===== src/rtl/logical_tile_io_multi_cfg.sv =====
// Multi-channel IO logical tile: one ccff chain segment with a commit shadow register,
// per-channel output enable, optional input synchroniser and shift-completion flag.
module logical_tile_io_multi_cfg #(
    parameter int unsigned NUM_IO      = 4,
    parameter int unsigned SYNC_STAGES = 2
) (
    input  logic              prog_clk,
    input  logic              prog_reset,
    input  logic              ccff_head,
    input  logic              ccff_en,
    input  logic              cfg_commit,
    input  logic              isol_n,
    input  logic [NUM_IO-1:0] io_outpad,
    input  logic [NUM_IO-1:0] io_oe,
    input  logic [NUM_IO-1:0] gfpga_pad_io_soc_in,
    output logic              ccff_tail,
    output logic              cfg_complete,
    output logic [NUM_IO-1:0] gfpga_pad_io_soc_dir,
    output logic [NUM_IO-1:0] gfpga_pad_io_soc_out,
    output logic [NUM_IO-1:0] io_inpad
);

    localparam int unsigned CHAIN_LEN = 3 * NUM_IO;
    localparam int unsigned CNT_W     = $clog2(CHAIN_LEN + 1);

    logic [CHAIN_LEN-1:0]               chain_q, chain_d;
    logic [CHAIN_LEN-1:0]               act_q, act_d;
    logic [CNT_W-1:0]                   cnt_q, cnt_d;
    logic                               complete_q;
    logic [SYNC_STAGES-1:0][NUM_IO-1:0] sync_q;

    // Commit captures the pre-shift chain; the shift proceeds in the same cycle.
    always_comb begin
        chain_d = chain_q;
        act_d   = act_q;
        cnt_d   = cnt_q;
        if (cfg_commit) begin
            act_d = chain_q;
        end
        if (ccff_en) begin
            chain_d = {chain_q[CHAIN_LEN-2:0], ccff_head};
        end
        if (cfg_commit) begin
            cnt_d = ccff_en ? CNT_W'(1) : '0;
        end else if (ccff_en && (cnt_q != CNT_W'(CHAIN_LEN))) begin
            cnt_d = cnt_q + CNT_W'(1);
        end
    end

    always_ff @(posedge prog_clk) begin
        if (!prog_reset) begin
            chain_q    <= '0;
            act_q      <= '0;
            cnt_q      <= '0;
            complete_q <= 1'b0;
            sync_q     <= '0;
        end else begin
            chain_q    <= chain_d;
            act_q      <= act_d;
            cnt_q      <= cnt_d;
            complete_q <= (cnt_d == CNT_W'(CHAIN_LEN));
            // Synchroniser always runs so a REG change needs no flush.
            sync_q[0]  <= gfpga_pad_io_soc_in;
            for (int s = 1; s < int'(SYNC_STAGES); s++) begin
                sync_q[s] <= sync_q[s-1];
            end
        end
    end

    assign ccff_tail    = chain_q[CHAIN_LEN-1];
    assign cfg_complete = complete_q;

    // Pad-side gating from the active config; isolation overrides everything.
    always_comb begin
        gfpga_pad_io_soc_dir = '0;
        gfpga_pad_io_soc_out = '0;
        io_inpad             = '0;
        for (int k = 0; k < int'(NUM_IO); k++) begin
            gfpga_pad_io_soc_dir[k] = isol_n & act_q[3*k]
                                      & (act_q[3*k+1] ? io_oe[k] : 1'b1);
            gfpga_pad_io_soc_out[k] = isol_n & io_outpad[k];
            io_inpad[k]             = isol_n & (act_q[3*k+2] ? sync_q[SYNC_STAGES-1][k]
                                                             : gfpga_pad_io_soc_in[k]);
        end
    end

endmodule


===== config.mk =====
export PLATFORM = sky130hd
export DESIGN_NAME = logical_tile_io_multi_cfg
export DESIGN_NICKNAME = d
export VERILOG_FILES = /design/src/rtl/logical_tile_io_multi_cfg.sv
export SDC_FILE = /design/constraint.sdc
export NUM_CORES = 1
export LEC_CHECK = 0
export ABC_AREA = 1
export CAP_MARGIN = 20
export CORE_MARGIN = 3
export CORE_UTILIZATION = 48
export CTS_CLUSTER_DIAMETER = 30
export DETAILED_ROUTE_END_ITERATION = 6
export PLACE_DENSITY = 0.73
export SYNTH_ARGS = -nofsm -noshare
export SYNTH_HDL_FRONTEND = slang
export SYNTH_SLANG_ARGS = --single-unit

===== constraint.sdc =====
create_clock -name prog_clk -period 2.25 [get_ports prog_clk]
set_input_delay 0.45 -clock prog_clk [delete_from_list [all_inputs] [get_ports prog_clk]]
set_output_delay 0.45 -clock prog_clk [all_outputs]
set_load 0.05 [all_outputs]

Word-level counts from Yosys, hierarchy flattened
Index checks and enable logic that the tools add are counted.

word-level totals
  bits of input ports = 18
  register bits after elaboration = 37

operators by class
  equal/unequal tests = 2
  muxes and demuxes = 11
  bitwise operators = 16
  add/subtract/negate cells = 1
  reductions and logical operators = 1

operators with widths
  kind                                                           count
  1-bit bitwise AND                                              16
  1-bit two-way mux                                              9
  4-bit two-way mux                                              2
  4-bit by 1-bit adder with 4-bit output, second input constant  1
  4-bit == test, second input constant                           1
  4-bit != test, second input constant                           1
  1-bit logical AND                                              1

Depth between registers and ports, before layout
  word-level depth = 5
  depth in mapped cells = 9
  mapped depth without buffers = 9

Worst setup path before layout
OpenSTA, ideal clock, no wires.

  kind = input to output
  start = in isol_n
  end = out io_inpad[0]
  data arrival time = 1464 ps
  setup slack = 336 ps
  buffers on the path = 1
  stages on the path = 3
  required time = 1800 ps
  cells stage by stage = buf_2 > o21ai_0 > a21oi_1

between the ends
  longest elaborated chain between the ends = 1

ends and longest elaborated chain
  element            line  source
  start, declared    12    input logic isol_n,
  1-bit bitwise AND  82    io_inpad[k] = isol_n & (act_q[3*k+2] ? sync_q[SYNC_STAGES-1][k]
  end, declared      20    output logic [NUM_IO-1:0] io_inpad

Every way passes these cells.

Worst setup path in the final report
  start = reg chain_q[11]
  end = out ccff_tail

RTL lines
  element                 line  source
  start, declared         26    logic [CHAIN_LEN-1:0] chain_q, chain_d;
  start signal, assigned  58    chain_q <= chain_d;
  end, declared           16    output logic ccff_tail,

No word-level cell between the ends.

==> results.tsv <==
metric	value	unit
synth_top_area_share	50.4	%
end_kind	output pin	
finalCritPeriodShare	88.7	%
synth_top_family_by_area	simple AND/OR/NAND/NOR gates	
synth_compound_area_share	12.6	%
dr_total_vias	1379	
drc	0	
syn_inst	204	
switching_share	26.4	%
clk_latency	0.35	ns
syn_area	1470	µm²
synthAdderAreaFrac	1.70	%
yosys.area.top_type	dfxtp_1	
coreArea	2830	µm²
rr_worst_depth	9	
internal_power	1.03	mW
wirelength	3390	µm
cp_slowest_cell	clkdlybuf4s50_1	
synth-xor-area-share	0.596	%
antenna_found_initial	0	
slew_headroom	67.0	%
final_cell_mix	nor2_1, dfxtp_1, nand2_1	
synthMuxAreaShare	0	%
crit_path_start	chain_q[11]$_SDFFE_PN0P_	
dp_slack	0.103	ns
num-nets-final	260	
post-route-util	71.5	%
crit_arrival	1.55	ns
syn_nets	224	
first_iter_violations	71	
final_antenna_net_count	0	
track_usage	20.7	%
antenna_cells	0	
grt_max_degree	15	
setup_ws	0.254	ns
setup_viol	0	
cts_tree	done	
cap_violations	0	
synth-simple-area-share	25.4	%
cp_num_buf_inv	1	
dp_hpwl	2400	µm
synth_area_leaders	dfxtp_1, nor2_1, o21ai_0	
cts_buffers	5	
ir_worst_vdd	0.615	mV
tightest_slew	0.493	ns
hp-class	reg2reg	
io_pins	32	
grt_pass1_vias	1316	
reg2reg_from	cnt_q[0]$_SDFF_PN0_	
h-tree-depth	2	
startpoint_type	flip-flop	
finalPower	1.39	mW
drt-wirelength-per-cell	12.5	µm
drive_gt1_share	11.7	%
hold_start	sync_q[2]$_SDFF_PN0_	
p_comb_share	17.2	%
finalHoldViolCount	0	
fp.dieW	61.3	µm
syn_area_per_cell	7.21	µm²
seqPwrFrac	51.1	%
synth_seq_area_share	50.4	%
status	complete, no violations	
path_depth	1	
crit_required	1.80	ns
viasPerCell	5.09	
power_frac_clock	31.7	%
synth_seq_cells	37	
gp_congestion	0.778	
ys_warn_count	0	
cp_top_family	buffers and inverters	
initial_utilization	52.0	%
max_freq	501	MHz
fin_tns_setup	0	ns
drv_slew	0	
dr.pass1.iters	4	
rows	19	
p_leak	0.975	nW
cp_slowest_stage_delay	0.82	ns
crit_type	reg2out	
p_switching	0.368	mW
fin_crit	2.00	ns
crit_chain	clkdlybuf4s50_1	
hold_depth	2	
syn2layout_area_growth	37.6	%
cts-root-buf	clkbuf_4	
synth_cell_type_count	16	
clock-sinks	37	
layout_commonest_cell	nor2_1	
overflow	0	
worstPathMaxFanout	3	
grt_pass1_wl	5730	µm
skew	0.00940	ns
rsz0062_at_grt	no	
clock_path_buffers	2	
powerDensity	689	nW/µm²
die-area	3760	µm²
die_h	61.3	µm
place.port_buffers	31	
clkTransAtPathRegs	0.12	ns
## flip-flops by register name (all words and copies together) (netlist names)
register and cells:
chain_q 12, sync_q 8, cfg_complete 1, act_q 12, cnt_q 4
## power by group through the flow
stage	registers, mW	clock network, mW	logic, mW
after CTS	0.713	0.448	0.242
after detailed placement	0.727	0	0.240
after global routing	0.717	0.482	0.264
final	0.713	0.443	0.240
after global placement	0.725	0	0.233
after floorplan	0.724	0	0.123
## layout make-up
cell class / instances / area [µm²]
multi-input cells: 132 / 592
well taps: 31 / 38.8
repair buffers: 37 / 478
flip-flops and latches: 37 / 741
inverters: 27 / 101
fillers: 229 / 806
clock buffers: 5 / 37.5
clock inverters: 2 / 35.0
## Yosys cell counts
| library cell | number |
|---|---|
| nand2_2 | 1 |
| xor2_1 | 1 |
| nand3_1 | 5 |
| clkbuf_2 | 1 |
| o21ai_0 | 28 |
| nand2_1 | 29 |
| inv_1 | 27 |
| nor2_1 | 53 |
| ha_1 | 2 |
| nand3b_1 | 1 |
| nand4_1 | 1 |
| nand3_2 | 2 |
| clkbuf_1 | 3 |
| a21oi_1 | 9 |
| buf_2 | 4 |
| dfxtp_1 | 37 |
## through the flow
| step | hold slack, ns | cells | instance area, µm² |
|---|---|---|---|
| after floorplan | 0.390 | 204 | 1470 |
| after global placement | 0.395 | 264 | 1950 |
| after detailed placement | 0.399 | 264 | 1950 |
| after CTS | 0.419 | 271 | 2020 |
| after global routing | 0.425 | 271 | 2020 |
| final | 0.414 | 271 | 2020 |
## final timing paths
path / endpoint / slack, ns
setup / recovery: ccff_tail / 0.25
setup reg to reg: cfg_complete$_SDFF_PN0_ / 0.83
hold / removal: sync_q[6]$_SDFF_PN0_ / 0.41
hold reg to reg: sync_q[6]$_SDFF_PN0_ / 0.41
## routing by layer
layer	track usage, %	share of wire (%)	vias to the layer above	routed length [µm]
met5	0	0	-	0
met3	6.92	6.6	7	225
met4	6.97	1.4	0	48
li1	-	-	699	-
met1	24.7	43	634	1460
met2	35.0	49	39	1650
## repair_timing
item | CTS | global route
setup endpoints to repair | 0 | 3
setup buffers | 0 | 0
gates resized for setup | 0 | 1
hold buffers | 0 | 0
## worst min-delay path, cell delays in order, from the launching register on
cell     delay, ns
dfxtp_1       0.31
nand2_1       0.05
inv_1         0.03
## logic make-up (layout without fill, tap and decap cells)
family	Yosys count	in the layout
flops	37	37
fa+ha+maj	2	2
xor+xnor	1	1
buf+inv	35	71
simple gates	92	92
compound gates	37	37
No activity file was read; power rests on OpenSTA's default activity.
